## src/rtl/uart_pkg.sv

```systemverilog
// Shared types and constants for the UART receive path.
//   rx_state_t                : deframer FSM states
//   UART_DATA_BITS            : data bits per character (8N1)
//   UART_DEFAULT_CLKS_PER_BIT : 100 MHz / 115200 baud
package uart_pkg;
  typedef enum logic [1:0] {IDLE, START, DATA, STOP} rx_state_t;
  localparam int unsigned UART_DATA_BITS            = 8;
  localparam int unsigned UART_DEFAULT_CLKS_PER_BIT = 868;
endpackage

```

## src/rtl/uart_rx_fifo.sv

```systemverilog
// Receive FIFO: circular buffer with naturally wrapping pointers.
// Ports:
//   clk, reset      : clock, synchronous active-high reset (empties the buffer)
//   push, push_data : write request; refused when full unless a pop happens this cycle
//   full            : occupancy == DEPTH
//   pop, pop_data   : read request (ignored when empty); pop_data is the head entry
//   empty           : occupancy == 0
//   count           : current occupancy
module uart_rx_fifo #(
  parameter int unsigned WIDTH = 8,
  parameter int unsigned DEPTH = 4
) (
  input  logic                     clk,
  input  logic                     reset,
  input  logic                     push,
  input  logic [WIDTH-1:0]         push_data,
  output logic                     full,
  input  logic                     pop,
  output logic [WIDTH-1:0]         pop_data,
  output logic                     empty,
  output logic [$clog2(DEPTH):0]   count
);
  localparam int unsigned AW = $clog2(DEPTH);

  logic [DEPTH-1:0][WIDTH-1:0] mem_q;
  logic [AW-1:0]               wr_q, rd_q;
  logic [AW:0]                 cnt_q;
  logic                        do_push, do_pop;

  assign empty   = (cnt_q == '0);
  assign full    = (cnt_q == (AW+1)'(DEPTH));
  assign do_pop  = pop && !empty;
  // A full buffer still takes a push when the head leaves in the same cycle.
  assign do_push = push && (!full || do_pop);

  always_ff @(posedge clk) begin
    if (reset) begin
      mem_q <= '0;
      wr_q  <= '0;
      rd_q  <= '0;
      cnt_q <= '0;
    end else begin
      if (do_push) begin
        mem_q[wr_q] <= push_data;
        wr_q        <= wr_q + AW'(1);
      end
      if (do_pop) rd_q <= rd_q + AW'(1);
      case ({do_push, do_pop})
        2'b10:   cnt_q <= cnt_q + (AW+1)'(1);
        2'b01:   cnt_q <= cnt_q - (AW+1)'(1);
        default: cnt_q <= cnt_q;
      endcase
    end
  end

  // Head comes straight out of the storage flops, so it holds while not popped.
  assign pop_data = mem_q[rd_q];
  assign count    = cnt_q;
endmodule

```

## src/rtl/uart_rx.sv

```systemverilog
// UART 8N1 receive front-end: synchronises rxd, deframes characters at
// mid-bit sample points and queues good bytes in a small FIFO.
// Ports:
//   clk, reset          : clock, synchronous active-high reset
//   rxd                 : asynchronous serial input, idle high
//   rx_data/rx_valid    : FIFO head and not-empty flag
//   rx_ready            : consumer accept; pop on rx_valid && rx_ready
//   rx_busy             : FSM not in IDLE
//   frame_err           : 1-cycle pulse, stop bit sampled low
//   overrun             : 1-cycle pulse, good byte dropped on a full FIFO
//   fifo_count          : FIFO occupancy
module uart_rx
  import uart_pkg::*;
#(
  parameter int unsigned CLKS_PER_BIT = UART_DEFAULT_CLKS_PER_BIT,
  parameter int unsigned FIFO_DEPTH   = 4
) (
  input  logic                          clk,
  input  logic                          reset,
  input  logic                          rxd,
  output logic [UART_DATA_BITS-1:0]     rx_data,
  output logic                          rx_valid,
  input  logic                          rx_ready,
  output logic                          rx_busy,
  output logic                          frame_err,
  output logic                          overrun,
  output logic [$clog2(FIFO_DEPTH):0]   fifo_count
);
  localparam int unsigned CNT_W = $clog2(CLKS_PER_BIT);
  localparam int unsigned IDX_W = $clog2(UART_DATA_BITS);
  localparam logic [CNT_W-1:0] HALF_M1 = CNT_W'(CLKS_PER_BIT/2 - 1);
  localparam logic [CNT_W-1:0] FULL_M1 = CNT_W'(CLKS_PER_BIT - 1);
  localparam logic [IDX_W-1:0] LAST_IDX = IDX_W'(UART_DATA_BITS - 1);

  rx_state_t                 state_q;
  logic [1:0]                sync_q;
  logic                      rxs, rxs_d_q;
  logic [CNT_W-1:0]          cnt_q;
  logic [IDX_W-1:0]          bit_idx_q;
  logic [UART_DATA_BITS-1:0] shreg_q;
  logic                      frame_err_q, overrun_q;
  logic                      cnt_done, push_d, fifo_full, fifo_empty;

  assign rxs      = sync_q[1];
  assign cnt_done = (cnt_q == FULL_M1);
  // Good stop bit: push in the same cycle it is sampled so the byte is
  // visible on the following cycle.
  assign push_d   = (state_q == STOP) && cnt_done && rxs;

  always_ff @(posedge clk) begin
    if (reset) begin
      sync_q      <= 2'b11;
      rxs_d_q     <= 1'b1;
      state_q     <= IDLE;
      cnt_q       <= '0;
      bit_idx_q   <= '0;
      shreg_q     <= '0;
      frame_err_q <= 1'b0;
      overrun_q   <= 1'b0;
    end else begin
      sync_q      <= {sync_q[0], rxd};
      rxs_d_q     <= rxs;
      frame_err_q <= 1'b0;
      overrun_q   <= 1'b0;
      cnt_q       <= cnt_q + CNT_W'(1);
      case (state_q)
        IDLE: begin
          cnt_q <= '0;
          // Edge, not level: a held-low (break) line cannot retrigger.
          if (!rxs && rxs_d_q) state_q <= START;
        end
        START: begin
          if (cnt_q == HALF_M1) begin
            cnt_q     <= '0;
            bit_idx_q <= '0;
            // Line back high at mid start bit is a glitch: drop silently.
            state_q   <= rxs ? IDLE : DATA;
          end
        end
        DATA: begin
          if (cnt_done) begin
            cnt_q     <= '0;
            shreg_q   <= {rxs, shreg_q[UART_DATA_BITS-1:1]};
            bit_idx_q <= bit_idx_q + IDX_W'(1);
            if (bit_idx_q == LAST_IDX) state_q <= STOP;
          end
        end
        STOP: begin
          if (cnt_done) begin
            cnt_q   <= '0;
            state_q <= IDLE;
            if (!rxs)                       frame_err_q <= 1'b1;
            else if (fifo_full && !rx_ready) overrun_q  <= 1'b1;
          end
        end
        default: state_q <= IDLE;
      endcase
    end
  end

  uart_rx_fifo #(
    .WIDTH (UART_DATA_BITS),
    .DEPTH (FIFO_DEPTH)
  ) u_fifo (
    .clk       (clk),
    .reset     (reset),
    .push      (push_d),
    .push_data (shreg_q),
    .full      (fifo_full),
    .pop       (rx_ready),
    .pop_data  (rx_data),
    .empty     (fifo_empty),
    .count     (fifo_count)
  );

  assign rx_valid  = !fifo_empty;
  assign rx_busy   = (state_q != IDLE);
  assign frame_err = frame_err_q;
  assign overrun   = overrun_q;
endmodule

```

## config.mk

```make
export PLATFORM = sky130hd
export DESIGN_NAME = uart_rx
export DESIGN_NICKNAME = d
export VERILOG_FILES = /design/src/rtl/uart_pkg.sv /design/src/rtl/uart_rx_fifo.sv /design/src/rtl/uart_rx.sv
export SDC_FILE = /design/constraint.sdc
export NUM_CORES = 1
export LEC_CHECK = 0
export ABC_CLOCK_PERIOD_IN_PS = 2300
export BUFFER_PORTS_ARGS = -buffer_cell sky130_fd_sc_hd__buf_2
export CAP_MARGIN = 20
export CORE_MARGIN = 4
export CORE_UTILIZATION = 35
export CTS_BUF_LIST = sky130_fd_sc_hd__clkbuf_4 sky130_fd_sc_hd__clkbuf_8
export DETAILED_ROUTE_END_ITERATION = 8
export PLACE_DENSITY_LB_ADDON = 0.25
export SLEW_MARGIN = 10
export SYNTH_ARGS = -nofsm -noshare
export SYNTH_HDL_FRONTEND = slang
export SYNTH_SLANG_ARGS = --single-unit
```

## constraint.sdc

```tcl
create_clock -name clk -period 2.3 [get_ports clk]
set_clock_uncertainty 0.05 [all_clocks]
set_input_delay 0 -clock clk [delete_from_list [all_inputs] [get_ports clk]]
set_output_delay 0 -clock clk [all_outputs]
set_load 0.01 [all_outputs]
```

==> summary.txt <==
CTS
  • CTS Buffer Depth: 2
  • CTS buffer count: 9
  • CTS tree: done
  • Worst skew pair latency: between 0.3 and 0.4 ns
  • CTS Sinks: between 60 and 70
  • Root buf cell: clkbuf_8
  • CTS clock-pin slew for the worst setup and hold paths: 0.07 ns
  • H-tree lvl count: 3
  • Post-CTS setup buffers: 0

Placement
  • DPL Wire Length: ~4300 um
  • Placed cells: around 430
  • Area post-placement: roughly 3400 um2
  • GPL Wtd Cong: approximately 0.76
  • PortBufs: 18
  • Place WS: 0.0102 ns

Timing
  • Slew @ Worst Pin: between 0.6 and 0.7 ns
  • Endpoints failing hold: 0
  • RSZ-0062 raised after global routing: false
  • Slew margin rel.: between 50 and 60%
  • Setup WS post-layout: 0.112 ns
  • Final count of negative-setup-slack endpoints: 0
  • Final Slew Violations: 0
  • Sum Neg Setup Slack: 0 ns
  • Crit path time final: approximately 2.2 ns
  • Period utilization: 95.1%
  • Min Hold Slack: approximately 0.33 ns
  • Max Clock Freq: 0.457 GHz

Die
  • FP Rows: 33
  • # IOs: 19
  • Full die area: 10200 um2
  • Starting density of the core: roughly 36%
  • Die X: ~100 um
  • Die height: about 100 um
  • Core ar.: 8300 um2

Finish
  • Antenna Cells: 0
  • Post-layout util: a little over two fifths
  • Share of cells above drive strength 1: between 20% and 30%
  • Layout Cells excl Fill: about 450
  • Design area: approximately 3600 um2
  • Synthesis-to-finish area growth: 20.6%
  • Count of nets after finishing: 356

Worst setup path
  • Worst Setup SP: cnt_q[0]$_SDFF_PP0_
  • Crit Path Max Fanout: 2
  • Reg2reg setup slack: between 0.1 and 0.15 ns
  • Required @ worst endpoint: between 2 and 3 ns
  • Worst R2R Start: cnt_q[0]$_SDFF_PP0_
  • FF-to-FF path depth: 10
  • CP Launch Type: register
  • Slowest CP cell: fa_2
  • Critical path class: register to register
  • CP arrival: about 2.4 ns
  • Crit end category: register
  • Cell Chain, Critical Path: ha_2 -> and4bb_2 -> nand3_2 -> nand2b_4 -> ha_4 -> inv_1 -> fa_2 -> xor2_1 -> or3_1 -> a21oi_2
  • FF-to-FF End: u_fifo.count[2]$_SDFFE_PP0P_
  • Slowest stage delay, CP: 0.35 ns

Logic synthesis
  • Register area share after synthesis: 44.4%
  • Top post-synthesis cells by area: dfxtp_1, mux2i_1, nand2_1
  • Netlist Area Pre-Place: between 3000 and 4000 um2
  • Netlist cell types: 43
  • Avg Synthesized Cell Area: between 10 and 15 um2
  • Post-Syn Instances: about 300
  • Mapped Nets: approximately 310
  • Synthesized flop and latch total: 67
  • Post-synth top area cell: dfxtp_1
  • Yosys Warn Count: 0
  • Area share of the largest cell type after synthesis: around 44%

Pwr
  • Clock share of power: 47.8%
  • Leakage: around 1.6 nW
  • Comb pwr share: around 1.8%
  • Max IR drop VDD: about 370 uV
  • PD cells: about 630 nW/um2
  • Total Power: between 2 and 2.5 mW
  • Switching component of the power: around 0.47 mW
  • Sequential share of power: around half
  • P_int: 1.84 mW
  • Switching Fraction: 20.4%

Drt
  • WL/cell: around 14 um
  • Vias post-DR: approximately 2200
  • Vias/cell: 4.94
  • Drt pass-1 iters: 4
  • Detailed-route DRC error count: 0
  • Initial drt markers: 54
  • Drt total wl: a little over 6000 um
  • Post-DRT Antenna Nets: 0

Global routing
  • First-pass GRT wire length: approximately 10000 um
  • Largest net degree at the start of global routing: 38
  • Initial antenna violation count: 0
  • Busiest grt layer: met2
  • Met3 GRT Util: between 5 and 6%
  • Grt total ovfl: 0
  • Met2 Resource Use GR: a little over a fifth
  • Vias in the first global route: about 2200
  • Met1 GRT Util: around 16%
  • GR Util All Layers: between 10% and 20%

Hold path
  • Min-Delay Startpoint: rxd
  • Worst hold path type: input pin to register
  • Worst hold path depth: 3
  • Worst hold endpoint: sync_q[0]$_SDFF_PP1_

Run
  • Max-cap viol count: 0

Run status
  • Status: finished clean
==> routing by layer <==
layer | share of wire, % | up-vias
li1 | - | 1125
met1 | 46 | 1074
met2 | 48 | 26
met3 | 4.2 | 9
met4 | 1.4 | 0
met5 | 0 | -
==> cells by family after synthesis <==
family | count (synthesis) | share of synthesized area, %
adders and majority gates | 10 | 4.39
buffers and inverters | 21 | 3.64
and+or+nand+nor | 125 | 21.4
xor gates and xnor gates | 12 | 3.48
muxes | 48 | 19.2
AOI/OAI and AO/OA | 16 | 3.52
DFF | 67 | 44.4
==> cells in the final DEF, fill, tap and decap left out, types with 3 or more instances in the layout <==
master	count
dfxtp_1	66
nand2_1	56
mux2i_1	40
buf_4	24
nor2_1	19
buf_2	18
nand3_1	11
clkbuf_8	10
mux4_2	8
inv_1	7
xor2_1	7
ha_1	7
a21oi_1	6
xnor2_1	5
or2_2	4
nor3_1	4
nand4_1	4
nor2b_1	4
or3_1	3
o21ai_0	3
or4_1	3
dlygate4sd3_1	3
==> synth_stat cells <==
cell	instances
buf_2	1
nor3b_4	1
xnor2_1	5
xor2_1	7
nand3_1	12
nor3_1	4
a31oi_1	1
inv_2	1
or2_2	4
nand4_1	4
mux4_2	8
o21ai_0	3
nand3b_1	1
nor2b_1	4
a2bb2oi_2	1
nor4_4	1
ha_1	9
or3_1	3
a21oi_1	7
fa_1	1
or4_1	3
nor4_1	1
a211oi_1	1
mux2i_1	40
dfxtp_1	67
o221ai_1	1
buf_6	4
and4bb_2	1
nand4b_1	1
inv_1	7
and2_1	1
o31a_1	1
nor2_1	19
nand2_1	56
nand2b_1	2
a41o_1	1
nor4b_2	1
nor4bb_1	1
nand3_4	1
or4b_1	1
and4b_1	1
clkbuf_1	8
and3_1	2
==> sequential cells by signal (all words and copies together) (netlist names), 2 cells and up, named ones only <==
name / cells
u_fifo.wr_q: 2
u_fifo.count: 3
shreg_q: 8
sync_q: 2
u_fifo.mem_q: 32
cnt_q: 10
bit_idx_q: 3
u_fifo.rd_q: 2
==> worst max-delay path, delay by kind of cell (launching register included) <==
kind	cells	cell delay, ns
AO/OA/AOI/OAI	1	0.12
XOR/XNOR	1	0.15
adder cells (fa/ha/maj)	3	0.65
buffers and inverters	1	0.05
flip-flops	1	0.32
AND/OR/NAND/NOR	4	0.77
==> area by class of cell <==
class	count	area, um2
Clock buffer	12	153
Clock inverter	4	73.8
Fill cell	789	4650
Inverter	8	30.0
Multi-Input combinational cell	211	1610
Sequential cell	67	1340
Tap cell	105	131
Timing Repair Buffer	45	300
==> worst max path at each step <==
stage	end	slack (ns)	cells past startpoint
4_1_cts	u_fifo.count[2]$_SDFFE_PP0P_	0.03	10
3_3_place_gp	u_fifo.count[2]$_SDFFE_PP0P_	0.06	10
6_report	u_fifo.count[2]$_SDFFE_PP0P_	0.11	10
2_1_floorplan	u_fifo.count[2]$_SDFFE_PP0P_	0.01	10
5_1_grt	u_fifo.count[2]$_SDFFE_PP0P_	0.003	10
3_5_place_dp	u_fifo.count[2]$_SDFFE_PP0P_	0.01	10
==> power by group through the flow <==
stage / registers, mW / logic, mW / clock network (mW)
after floorplan: 1.19 / 0.0240 / 0
after global placement: 1.19 / 0.0382 / 0
after detailed placement: 1.19 / 0.0378 / 0
after CTS: 1.17 / 0.0416 / 1.14
after global routing: 1.17 / 0.0460 / 1.18
final: 1.17 / 0.0413 / 1.11
==> what timing repair did <==
action                                  4_1_cts  5_1_grt
hold buffers                                  3        0
endpoints found under the setup margin        1        1
pin swaps                                     0        3
endpoints found under the hold margin        10        0
resized for setup                             1        6
(Power assumes the default switching activity.)
